===== src/rtl/tspp_fetch_stage.sv =====
// tspp_fetch_stage: PC owner and instruction fetch for the two-stage pipeline,
// with a one-entry skid buffer and redirect handling across bus transactions.
package rv32i_types_pkg;
    typedef logic [31:0] word_t;
endpackage

package tspp_types_pkg;
    typedef rv32i_types_pkg::word_t word_t;
endpackage

module tspp_fetch_stage
    import tspp_types_pkg::*;
#(
    parameter word_t RESET_PC  = 32'h0000_0200,
    parameter word_t NOP_INSTR = 32'h0000_0013
) (
    input  logic        CLK,
    input  logic        RST,
    output logic        imem_ren,
    output logic [31:0] imem_addr,
    input  logic [31:0] imem_rdata,
    input  logic        imem_busy,
    input  logic        ex_stall,
    input  logic        redirect_valid,
    input  logic [31:0] redirect_pc,
    output logic        fetch_valid,
    output logic [31:0] fetch_instr,
    output logic [31:0] fetch_pc,
    output logic [31:0] fetch_pc4,
    output logic        fetch_misaligned
);
    localparam logic [1:0] S_REQ  = 2'd0;
    localparam logic [1:0] S_HOLD = 2'd1;
    localparam logic [1:0] S_HALT = 2'd2;

    logic [1:0] state_q, state_d;
    word_t pc_q, pc_d, tgt_q, tgt_d;
    word_t fi_q, fi_d, fpc_q, fpc_d, si_q, si_d, spc_q, spc_d;
    logic discard_q, discard_d, fv_q, fv_d, fmis_q, fmis_d, sv_q, sv_d;
    logic consume, accept;

    assign imem_ren  = (state_q == S_REQ) && !RST;
    assign imem_addr = pc_q;
    // A fault entry is sticky: only a redirect clears it.
    assign consume   = fv_q && !ex_stall && !fmis_q;
    assign accept    = !fv_q || consume;

    assign fetch_valid      = fv_q;
    assign fetch_instr      = fi_q;
    assign fetch_pc         = fpc_q;
    assign fetch_pc4        = fpc_q + 32'd4;
    assign fetch_misaligned = fmis_q;

    always_comb begin
        state_d   = state_q;
        pc_d      = pc_q;
        tgt_d     = tgt_q;
        discard_d = discard_q;
        fv_d      = fv_q;
        fi_d      = fi_q;
        fpc_d     = fpc_q;
        fmis_d    = fmis_q;
        sv_d      = sv_q;
        si_d      = si_q;
        spc_d     = spc_q;
        if (redirect_valid) begin
            fv_d   = 1'b0;
            fi_d   = NOP_INSTR;
            fmis_d = 1'b0;
            sv_d   = 1'b0;
            if (redirect_pc[1:0] != 2'b00) begin
                fv_d   = 1'b1;
                fmis_d = 1'b1;
                fpc_d  = redirect_pc;
            end
            // The bus address must not move mid-transaction, so park the target.
            if (state_q == S_REQ && imem_busy) begin
                discard_d = 1'b1;
                tgt_d     = redirect_pc;
            end else begin
                discard_d = 1'b0;
                pc_d      = redirect_pc;
                state_d   = (redirect_pc[1:0] != 2'b00) ? S_HALT : S_REQ;
            end
        end else if (state_q == S_REQ) begin
            if (consume) begin
                fv_d = 1'b0;
                fi_d = NOP_INSTR;
            end
            if (!imem_busy) begin
                if (discard_q) begin
                    discard_d = 1'b0;
                    pc_d      = tgt_q;
                    state_d   = (tgt_q[1:0] != 2'b00) ? S_HALT : S_REQ;
                end else if (accept) begin
                    fv_d  = 1'b1;
                    fi_d  = imem_rdata;
                    fpc_d = pc_q;
                    pc_d  = pc_q + 32'd4;
                end else begin
                    sv_d    = 1'b1;
                    si_d    = imem_rdata;
                    spc_d   = pc_q;
                    pc_d    = pc_q + 32'd4;
                    state_d = S_HOLD;
                end
            end
        end else if (state_q == S_HOLD && consume) begin
            fv_d    = sv_q;
            fi_d    = si_q;
            fpc_d   = spc_q;
            sv_d    = 1'b0;
            state_d = S_REQ;
        end
    end

    always_ff @(posedge CLK) begin
        if (RST) begin
            state_q   <= S_REQ;
            pc_q      <= RESET_PC;
            tgt_q     <= '0;
            discard_q <= 1'b0;
            fv_q      <= 1'b0;
            fi_q      <= NOP_INSTR;
            fpc_q     <= '0;
            fmis_q    <= 1'b0;
            sv_q      <= 1'b0;
            si_q      <= NOP_INSTR;
            spc_q     <= '0;
        end else begin
            state_q   <= state_d;
            pc_q      <= pc_d;
            tgt_q     <= tgt_d;
            discard_q <= discard_d;
            fv_q      <= fv_d;
            fi_q      <= fi_d;
            fpc_q     <= fpc_d;
            fmis_q    <= fmis_d;
            sv_q      <= sv_d;
            si_q      <= si_d;
            spc_q     <= spc_d;
        end
    end
endmodule

===== config.mk =====
export PLATFORM = sky130hd
export DESIGN_NAME = tspp_fetch_stage
export DESIGN_NICKNAME = d
export VERILOG_FILES = /design/src/rtl/tspp_fetch_stage.sv
export SDC_FILE = /design/constraint.sdc
export NUM_CORES = 1
export LEC_CHECK = 0
export ABC_AREA = 1
export CAP_MARGIN = 20
export CORE_UTILIZATION = 45
export DETAILED_ROUTE_END_ITERATION = 8
export PLACE_DENSITY_LB_ADDON = 0.12
export SYNTH_ARGS = -nofsm -noshare
export SYNTH_HDL_FRONTEND = slang
export SYNTH_SLANG_ARGS = --single-unit

===== constraint.sdc =====
create_clock -name CLK -period 1.45 [get_ports CLK]
set_input_delay 0.2175 -clock CLK [delete_from_list [all_inputs] [get_ports CLK]]
set_output_delay 0.2175 -clock CLK [all_outputs]
set_load 0.005 [all_outputs]

==> results of run 1 <==
-- worst max path at each step --
| stage | from | end | slack, ns | cells past startpoint |
|---|---|---|---|---|
| finish | fetch_pc[22] | fetch_pc4[28] | -0.69 | 8 |
| global route | fetch_pc[12] | fetch_pc4[27] | -0.75 | 9 |
| CTS | fetch_pc[6] | fetch_pc4[30] | -0.63 | 9 |
| detailed placement | fetch_pc[10] | fetch_pc4[13] | -0.62 | 8 |
| global placement | fetch_pc[9] | fetch_pc4[13] | -0.63 | 8 |
| floorplan | fetch_pc[4] | fetch_pc4[25] | -0.04 | 6 |
-- cell usage after synthesis (2+ instances only) --
cell      instances
nand2_1         385
buf_6             6
a221oi_1         22
xor2_1           21
nor2_2            7
inv_2             6
nor2_1          139
dfxtp_1         198
clkbuf_1         35
a31oi_1           3
nor2_4            2
nand4_1           4
o21ai_0         162
inv_1           114
o21ai_1          13
xnor2_1          10
buf_4             7
o211ai_1         21
nor3_1           13
ha_1              2
a21oi_1         183
o22ai_1           8
buf_2            46
clkbuf_2          3
buf_1             3
nand3b_1         35
and2_1            3
nand3_1          91
nand2_2           3
-- layout make-up --
cell class / instances / area, µm²
clock buffers: 18 / 429
clock inverters: 14 / 156
fillers: 1159 / 3450
inverters: 121 / 500
multi-input cells: 1136 / 7850
flip-flops and latches: 198 / 4130
well taps: 285 / 357
repair buffers: 556 / 5770
-- power by group through the flow --
stage                     sequential, mW  clock, mW  combinational (mW)
final                               6.47       4.90                8.65
after detailed placement            6.43          0                5.25
after global routing                6.51       5.07                8.97
after CTS                           6.33       4.80                6.67
after floorplan                     6.49          0                2.35
after global placement              6.41          0                5.19
-- per-layer routing --
layer | wire [µm] | global-route usage (%)
met2 | 24900 | 58.0
met5 | 13 | 0
met3 | 6400 | 5.19
met4 | 4580 | 13.8
met1 | 19700 | 45.2
-- flip-flops by register name, summed over array words and instances, names as in the netlist --
signal / count
tgt_q: 32
fetch_pc: 32
si_q: 32
sv_q: 1
spc_q: 32
discard_q: 1
fetch_valid: 1
imem_addr: 32
state_q: 2
fetch_instr: 32
fetch_misaligned: 1
-- placed cells by master (no fill, tap or decap), types with 8 or more instances in the layout --
| cell type | instances |
|---|---|
| dfxtp_4 | 21 |
| o211ai_1 | 21 |
| inv_1 | 104 |
| nand3_1 | 64 |
| a221oi_2 | 13 |
| buf_8 | 10 |
| o21ai_1 | 55 |
| nor2_1 | 85 |
| nand2_2 | 48 |
| o21ai_0 | 42 |
| clkbuf_16 | 32 |
| clkdlybuf4s50_1 | 67 |
| xor2_1 | 19 |
| inv_2 | 8 |
| nor2_4 | 39 |
| buf_4 | 209 |
| a221oi_4 | 8 |
| buf_12 | 38 |
| nand3b_1 | 35 |
| o21ai_4 | 20 |
| dfxtp_2 | 73 |
| nand2_4 | 44 |
| a21oi_2 | 86 |
| dlygate4sd2_1 | 83 |
| buf_2 | 34 |
| nand3_2 | 23 |
| buf_16 | 17 |
| buf_6 | 68 |
| dfxtp_1 | 104 |
| clkbuf_2 | 9 |
| a21oi_1 | 90 |
| o21ai_2 | 59 |
| nand2_8 | 10 |
| nand2_1 | 288 |
| nor2_2 | 24 |
-- cell families after synthesis --
family	Yosys count	synth area share, %
simple gates	686	28.1
flops	198	38.2
fa+ha+maj	2	0.241
buf+inv	221	9.27
compound gates	415	21.6
xor+xnor	31	2.62
-- critical path: cells and delay by family (launching register included) --
family                    cells  cell delay (ns)
DFF                           1             0.35
and+or+nand+nor               5             0.62
buffers and inverters         2             0.38
xor gates and xnor gates      1             0.12
-- timing repair --
action                     in CTS  in global routing
setup endpoints to repair     310                239
pin swaps                     112                135
cloned                         25                 21
buffers inserted               91                 32
resized for setup             690                518
==> metrics.txt, run 1 <==
Leak 8.30 nW; P&R area growth vs syn 84.9%; Setup TNS -64.57 ns; drt first pass iters 7; # rows 55; first-pass GRT wire length 65.3 mm; critical path data arrival time 1.92 ns; Logic pwr share 43.2%; placed cell count 2,148; area leader, netlist dfxtp_1; R2R setup slack -0.48 ns; Seq pwr share 32.3%; outcome complete, but fails checks; kind of end point of the critical path output port; H-tree depth 4; r2r endpoint fetch_pc[10]; Hold Violations, Final 0; Final ANT Viol Nets 0; vias per cell 6.30; HP Class input pin to flip-flop; Hold Path End tgt_q[2]; Clk pwr share 24.5%; CTS tree yes; Switch Pwr 7.69 mW; final cell count without fillers 2,328; fin area 19,200 µm²; Avg Synthesized Cell Area 6.68 µm²; worst skew pair latency 0.46 ns; Synth area leaders dfxtp_1, nand2_1, a21oi_1; final wirelength 55.6 mm; Tot GR Track Use 34.8%; final setup violation count 230; CORE AREA 22,600 µm²; initial antenna violation count 2; Final #Nets 2,101; CP max stage cell dfxtp_2; hold depth 3; Die Ht 154 µm; DR vias 14,700; CTS Sinks 198; EDFF count, synth 0; # DRC 0; Internal Power 12.3 mW; WP data required 1.23 ns; slew margin rel. 66.2%; # port buffers 199; switch share 38.4%; critical-path cell list buf_6 > nand2_1 > nor2_2 > nand4_1 > nor2_1 > nand2_1 > xnor2_1 > dlygate4sd2_1; Initial Util 45.8%; Tmin final 2.14 ns; Yosys cell types 37; GR Overflow Total 0; final hold slack 0.415 ns; share of cells above drive strength 1 46.9%; Routability Congestion 0.953; I/O pin total 200; clk_skew 0.0153 ns; register area share after synthesis 38.2%; Most used DFF post-synth dfxtp_1; CP max stage delay 0.35 ns; placement-stage cell area 14,100 µm²; Root Buffer clkbuf_16; DP Worst Slack -0.625 ns; failing checks negative setup slack; Util after Layout 84.8%; CP Max Fanout 5; CTS hold repair buffers 0; most used cell, CP nand2_1; register bit total from synthesis 198; RSZ-0062 raised after global routing true; Antenna diodes 0; critical path launch point type flip-flop; max-slew violation count 0; Hold Crit Start redirect_pc[2]; CTS Buf Count 17; type of the worst setup path flip-flop to output port; vias in the first global route 12,300; Pwr Density 1040 nW/µm²; Tot Pwr 20.0 mW; Mapped Nets 1,624; post-DR wirelength/cell 23.9 µm; DR iter-0 viols 1,875; CTS clock-pin slew for the worst setup and hold paths 0.08 ns; max-cap violation count 0; f_max 468 MHz; Mapped Cells 1,553; YS warnings 0; clock buffer depth 2; Tcrit/Tclk final 147%; worst vdd ir 1.01 mV; total die area 23,700 µm²; largest net degree at the start of global routing 38; detailed placement HPWL 25.1 mm; ys async rst share 0%; final setup margin -0.686 ns; worst-margin pin slew 0.507 ns; R2R depth 11; Yosys top cell area share 38.2%; die width 154 µm; Netlist Area Pre-Place 10,400 µm²; R2R Path Start fetch_misaligned
(Power assumes the default switching activity.)
==> run 2, diff against run 1 <==
--- a/config.mk
+++ b/config.mk
@@ -7,7 +7,10 @@
 export LEC_CHECK = 0
 export ABC_AREA = 1
 export CAP_MARGIN = 20
-export CORE_UTILIZATION = 45
+export CELL_PAD_IN_SITES_DETAIL_PLACEMENT = 2
+export CELL_PAD_IN_SITES_GLOBAL_PLACEMENT = 2
+export CORE_UTILIZATION = 26
+export CTS_CLUSTER_DIAMETER = 150
 export DETAILED_ROUTE_END_ITERATION = 8
 export PLACE_DENSITY_LB_ADDON = 0.12
 export SYNTH_ARGS = -nofsm -noshare
==> run 2 against run 1 <==
The run still ends with negative setup slack left. Sequential power increased by 3%. Global-route usage rose by 0.27 points. Utilization fell by 31 points. Non-clock buffer count is 56 higher. Setup slack worse by 0.34 ns. Combinational power increased by 31%. Register-to-register slack got worse by 0.54 ns. Sequential share of layout area decreased by 1.9 points. Clock-buffer cell count rose by 4. Highest routed layer unchanged.
==> metrics.txt, run 2 (synthesized netlist as in run 1, its figures left out) <==
Hold Crit Start imem_rdata[25] (was redirect_pc[2]); fin area 20,900 µm² (was 19,200 µm²); Filler cells 3,963 (was 1,159); # rows 72 (was 55); switch share 42.8% (was 38.4%); Final #Nets 2,156 (was 2,101); Initial Util 26.6% (was 45.8%); die width 202 µm (was 154 µm); share of cells above drive strength 1 50.7% (was 46.9%); failing checks negative setup slack (unchanged); Seq pwr share 28.5% (was 32.3%); clock buffer depth 2 (unchanged); Root Buffer clkbuf_16 (unchanged); clk_skew 0.0268 ns (was 0.0153 ns); Switch Pwr 10.0 mW (was 7.69 mW); final wirelength 101 mm (was 55.6 mm); DR vias 16,100 (was 14,700); initial antenna violation count 8 (was 2); final setup violation count 313 (was 230); worst-margin pin slew 0.645 ns (was 0.507 ns); CP Max Fanout 11 (was 5); outcome complete, but fails checks (unchanged); vias per cell 6.15 (was 6.30); first-pass GRT wire length 107 mm (was 65.3 mm); Tot GR Track Use 35.1% (was 34.8%); max-cap violation count 0 (unchanged); slew margin rel. 56.8% (was 66.2%); worst skew pair latency 0.51 ns (was 0.46 ns); max-slew violation count 0 (unchanged); Tcrit/Tclk final 171% (was 147%); worst setup path start state_q[1] (was fetch_pc[22]); H-tree depth 4 (unchanged); Setup TNS -137.27 ns (was -64.57 ns); CTS hold repair buffers 0 (unchanged); Clk pwr share 23.1% (was 24.5%); vias in the first global route 15,900 (was 12,300); Leak 8.67 nW (was 8.30 nW); final setup margin -1.02 ns (was -0.686 ns); Tmin final 2.47 ns (was 2.14 ns); GR Overflow Total 0 (unchanged); # port buffers 199 (unchanged); Internal Power 13.4 mW (was 12.3 mW); RSZ-0062 raised after global routing true (unchanged); CTS tree yes (unchanged); Final ANT Viol Nets 0 (unchanged); total die area 40,700 µm² (was 23,700 µm²); post-DR wirelength/cell 38.4 µm (was 23.9 µm); f_max 404 MHz (was 468 MHz); Logic pwr share 48.4% (was 43.2%); kind of end point of the critical path flip-flop (was output port); HP Class input pin to flip-flop (unchanged); Pwr Density 1120 nW/µm² (was 1040 nW/µm²); drt first pass iters 5 (was 7); critical path data arrival time 2.80 ns (was 1.92 ns); Die Ht 202 µm (was 154 µm); commonest non-fill, non-tap cell in the layout nand2_1 (unchanged); placement-stage cell area 14,500 µm² (was 14,100 µm²); CORE AREA 39,000 µm² (was 22,600 µm²); Routability Congestion 0.855 (was 0.953); Hold Violations, Final 0 (unchanged); DR iter-0 viols 1,321 (was 1,875); detailed placement HPWL 35.9 mm (was 25.1 mm); largest net degree at the start of global routing 63 (was 38); CTS Sinks 198 (unchanged); P&R area growth vs syn 102% (was 84.9%); CTS Buf Count 17 (unchanged); worst vdd ir 1.05 mV (was 1.01 mV); # DRC 0 (unchanged); type of the worst setup path flip-flop to flip-flop (was flip-flop to output port); critical path launch point type flip-flop (unchanged); WP data required 1.78 ns (was 1.23 ns); R2R Path Start state_q[1] (was fetch_misaligned); CTS clock-pin slew for the worst setup and hold paths 0.10 ns (was 0.08 ns); I/O pin total 200 (unchanged); commonest non-fill, non-tap cells in the layout nand2_1, buf_4, dfxtp_1 (was nand2_1, buf_4, inv_1, dfxtp_1, a21oi_1)
-- run 2: cell types whose count changed in the layout (fill, tap and decap cells not counted), sizes merged --
| cell | before | now |
|---|---|---|
| clkdlybuf4s50 | 67 | 109 |
| bufinv | 0 | 1 |
| diode | 0 | 8 |
| clkdlybuf4s15 | 5 | 15 |
| clkbuf | 42 | 33 |
| bufbuf | 0 | 1 |
| inv | 128 | 122 |
| dlymetal6s2s | 1 | 0 |
| buf | 376 | 447 |
| dlygate4sd2 | 83 | 29 |
| nand2 | 390 | 389 |
-- run 2: what timing repair did --
| item | CTS | global route |
|---|---|---|
| gates cloned | 39 | 12 |
| buffers inserted | 113 | 44 |
| gates resized for setup | 835 | 500 |
| hold endpoints to repair | 0 | 0 |
| setup endpoints to repair | 328 | 301 |
| pin swaps | 122 | 151 |
-- run 2: layer usage --
metal,track usage [%],vias to the layer above,share of wire [%]
li1,-,6248,-
met1,41.4,8072,35
met2,62.6,1210,48
met3,4.97,607,8.2
met4,15.8,4,9.0
met5,0,-,0.026
-- run 2: layout make-up --
type	instances	area (µm²)	share of cell area (%)
inverter	121	513	2.45
timing repair buffer	612	6620	31.6
multi-input combinational	1135	8450	40.3
sequential	198	4120	19.7
clock buffer	22	484	2.31
tap	518	648	3.09
antenna	8	20.0	0.0956
clock inverter	9	91.3	0.436
-- run 2: worst paths after layout --
path                                   to  slack, ns  depth (start not counted)
worst max-delay path            tgt_q[12]      -1.02                         12
worst max register to register  tgt_q[12]      -1.02                         12
worst min-delay path             si_q[25]       0.39                          3
worst min register to register  spc_q[24]       0.46                          2
-- run 2: metrics by stage --
stage	cells	hold slack (ns)	power (mW)	setup WS (ns)	utilization, %
2_1_floorplan	1553	0.331	8.84	-0.0384	-
5_1_grt	2618	0.399	23.6	-0.993	53.7
3_5_place_dp	2406	0.439	12.3	-0.716	37.2
6_report	2623	0.387	23.4	-1.02	53.7
3_3_place_gp	2406	0.428	12.1	-0.716	37.2
4_1_cts	2581	0.347	19.8	-0.638	47.7
-- run 2: power by group through the flow --
stage               registers (mW)  logic, mW  clock network, mW
finish                        6.66       11.3               5.40
global route                  6.66       11.5               5.52
CTS                           6.40       8.30               5.07
detailed placement            6.47       5.85                  0
global placement              6.44       5.68                  0
floorplan                     6.49       2.35                  0
-- run 2: critical path, cell delays in order, from the launching register on --
cell and delay [ns]:
dfxtp_4 0.38, nor2_4 0.23, buf_6 0.14, buf_6 0.09, buf_6 0.10, nand2_8 0.06
buf_6 0.13, buf_8 0.12, clkinv_8 0.07, buf_12 0.12, clkbuf_16 0.17, nand3_1 0.13
a21oi_1 0.53
==> run 3, diff against run 2 <==
--- a/config.mk
+++ b/config.mk
@@ -9,10 +9,11 @@
 export CAP_MARGIN = 20
 export CELL_PAD_IN_SITES_DETAIL_PLACEMENT = 2
 export CELL_PAD_IN_SITES_GLOBAL_PLACEMENT = 2
-export CORE_UTILIZATION = 26
+export CORE_UTILIZATION = 31
 export CTS_CLUSTER_DIAMETER = 150
 export DETAILED_ROUTE_END_ITERATION = 8
 export PLACE_DENSITY_LB_ADDON = 0.12
 export SYNTH_ARGS = -nofsm -noshare
 export SYNTH_HDL_FRONTEND = slang
 export SYNTH_SLANG_ARGS = --single-unit
+export TNS_END_PERCENT = 30
==> constraint.sdc (replaced) <==
create_clock -name CLK -period 3.1 [get_ports CLK]
set_input_delay 0.465 -clock CLK [delete_from_list [all_inputs] [get_ports CLK]]
set_output_delay 0.465 -clock CLK [all_outputs]
set_load 0.005 [all_outputs]
==> run 3 against run 2 <==
The flow now finishes without violations. Clock-buffer cell count fell by 3. Sequential power decreased by 54%. Clock power fell by 56%. Global-route usage is 9.4 points lower. Via count decreased by 30%. Critical path depth fell by 5. Final area fell by 36%. Setup slack improved by 1.2 ns. Largest cell class unchanged. Sequential share of layout area up 10 points. Critical path type is now flip-flop to output port. Power down 68%. Flip-flop and latch count is the same. Clock skew shrank 0.0092 ns.
==> metrics.txt, run 3 (synthesized netlist as in run 1, its figures left out) <==
outcome finished clean (was complete, but fails checks); CTS clock-pin slew for the worst setup and hold paths 0.08 ns (was 0.10 ns); critical path data arrival time 2.49 ns (was 2.80 ns); Multi-input gate area 5480 µm² (was 8450 µm²); P&R area growth vs syn 28.3% (was 102%); commonest non-fill, non-tap cells in the layout nand2_1, clkdlybuf4s50_1, dfxtp_1 (was nand2_1, buf_4, dfxtp_1); f_max 339 MHz; CTS tree yes (unchanged); # port buffers 199 (unchanged); kind of end point of the critical path output port (was flip-flop); Antenna diodes 0 (was 8); Reg area 3970 µm² (was 4120 µm²); critical path launch point type flip-flop (unchanged); RSZ-0062 raised after global routing true (unchanged); DR vias 11,300 (was 16,100); type of the worst setup path flip-flop to output port (was flip-flop to flip-flop); vias per cell 5.22 (was 6.15); CTS Sinks 198 (unchanged); max-cap violation count 0 (unchanged); worst skew pair latency 0.46 ns (was 0.51 ns); final cell count without fillers 2,157 (was 2,623); Root Buffer clkbuf_16 (unchanged); max-slew violation count 0 (unchanged); Die Ht 185 µm (was 202 µm); share of cells above drive strength 1 5.42% (was 50.7%); largest net degree at the start of global routing 71 (was 63); CTS Buf Count 17 (unchanged); detailed placement HPWL 30.9 mm (was 35.9 mm); worst vdd ir 0.414 mV (was 1.05 mV); first-pass GRT wire length 67.7 mm (was 107 mm); Tot Pwr 7.53 mW (was 23.4 mW); # DRC 0 (unchanged); Initial Util 31.7% (was 26.6%); total die area 34,200 µm² (was 40,700 µm²); DR iter-0 viols 577 (was 1,321); clock buffer depth 2 (unchanged); post-DR wirelength/cell 19.9 µm (was 38.4 µm); Leak 4.98 nW (was 8.67 nW); HP Class flip-flop to flip-flop (was input pin to flip-flop); CORE AREA 32,700 µm² (was 39,000 µm²); clk_skew 0.0175 ns (was 0.0268 ns); drt first pass iters 5 (unchanged); CP Max Fanout 6 (was 11); Final #Nets 1,773 (was 2,156); commonest non-fill, non-tap cell in the layout nand2_1 (unchanged); Filler cells 3,888 (was 3,963); H-tree depth 4 (unchanged); WP data required 2.63 ns (was 1.78 ns); Tot GR Track Use 25.7% (was 35.1%); slew margin rel. 49.2% (was 56.8%); Pwr Density 566 nW/µm² (was 1120 nW/µm²); # rows 66 (was 72); Hold Violations, Final 0 (unchanged); GR Overflow Total 0 (unchanged); Final ANT Viol Nets 0 (unchanged); final wirelength 43.0 mm (was 101 mm); Tmin final 2.95 ns; worst-margin pin slew 0.761 ns (was 0.645 ns); placed cell count 2,125 (was 2,406); initial antenna violation count 1 (was 8); I/O pin total 200 (unchanged); Routability Congestion 0.864 (was 0.855); Tcrit/Tclk final 95.2%; die width 185 µm (was 202 µm); final setup violation count 0 (was 313); vias in the first global route 11,800 (was 15,900)
## run 3: timing repair
action                                  in CTS  in global routing
endpoints found under the setup margin       4                  3
hold buffers                                 0                  0
buffers inserted                             0                  0
pin swaps                                    0                  0
cloned                                       0                  0
resized for setup                            3                  4
## run 3: path summary, 6_finish.rpt
path                                   from       endpoint  slack [ns]  cells after the start
worst max-delay path            fetch_pc[4]  fetch_pc4[19]        0.15                      7
worst min-delay path               spc_q[2]       spc_q[2]        0.45                      2
worst max register to register   state_q[1]   imem_addr[0]        0.79                      8
worst min register to register     spc_q[2]       spc_q[2]        0.45                      2
## run 3: layer usage
| layer | share of wire (%) | vias to the layer above | track usage [%] |
|---|---|---|---|
| met4 | 1.6 | 2 | 6.88 |
| met2 | 46 | 208 | 42.7 |
| met5 | 0.030 | - | 0 |
| met1 | 49 | 5578 | 34.6 |
| li1 | - | 5437 | - |
| met3 | 3.4 | 44 | 3.46 |
## run 3: layout make-up
class | instances | share of cell area, %
well taps | 442 | 4.15
multi-input cells | 1134 | 41.2
clock buffers | 19 | 3.40
flip-flops and latches | 198 | 29.8
clock inverters | 13 | 1.23
repair buffers | 230 | 16.9
inverters | 121 | 3.42
## run 3: where the power goes
part / internal, mW / total (mW) / leakage (nW) / switching [mW]
clock network: 1.20 / 2.38 / 0.292 / 1.18
logic: 0.882 / 2.08 / 3.07 / 1.20
registers: 2.77 / 3.07 / 1.62 / 0.296
## run 3: critical path: stages, from the launching register on
cell,delay (ns)
dfxtp_1,0.45
nand3_2,0.18
nor2_2,0.17
nand3_1,0.18
nor2_1,0.18
nand3_1,0.11
xnor2_1,0.21
clkdlybuf4s50_1,0.54
## run 3: per-stage QoR
| stage | TNS (ns) | cell area (µm²) | hold slack (ns) | util [%] | setup slack (ns) |
|---|---|---|---|---|---|
| floorplan | 0 | 10400 | 0.420 | - | 1.34 |
| global placement | 0 | 12700 | 0.428 | 38.8 | 0.449 |
| detailed placement | 0 | 12700 | 0.441 | 38.8 | 0.435 |
| CTS | 0 | 13300 | 0.447 | 40.7 | 0.0172 |
| global route | -0.0145 | 13300 | 0.475 | 40.7 | -0.0145 |
| finish | 0 | 13300 | 0.450 | 40.7 | 0.149 |
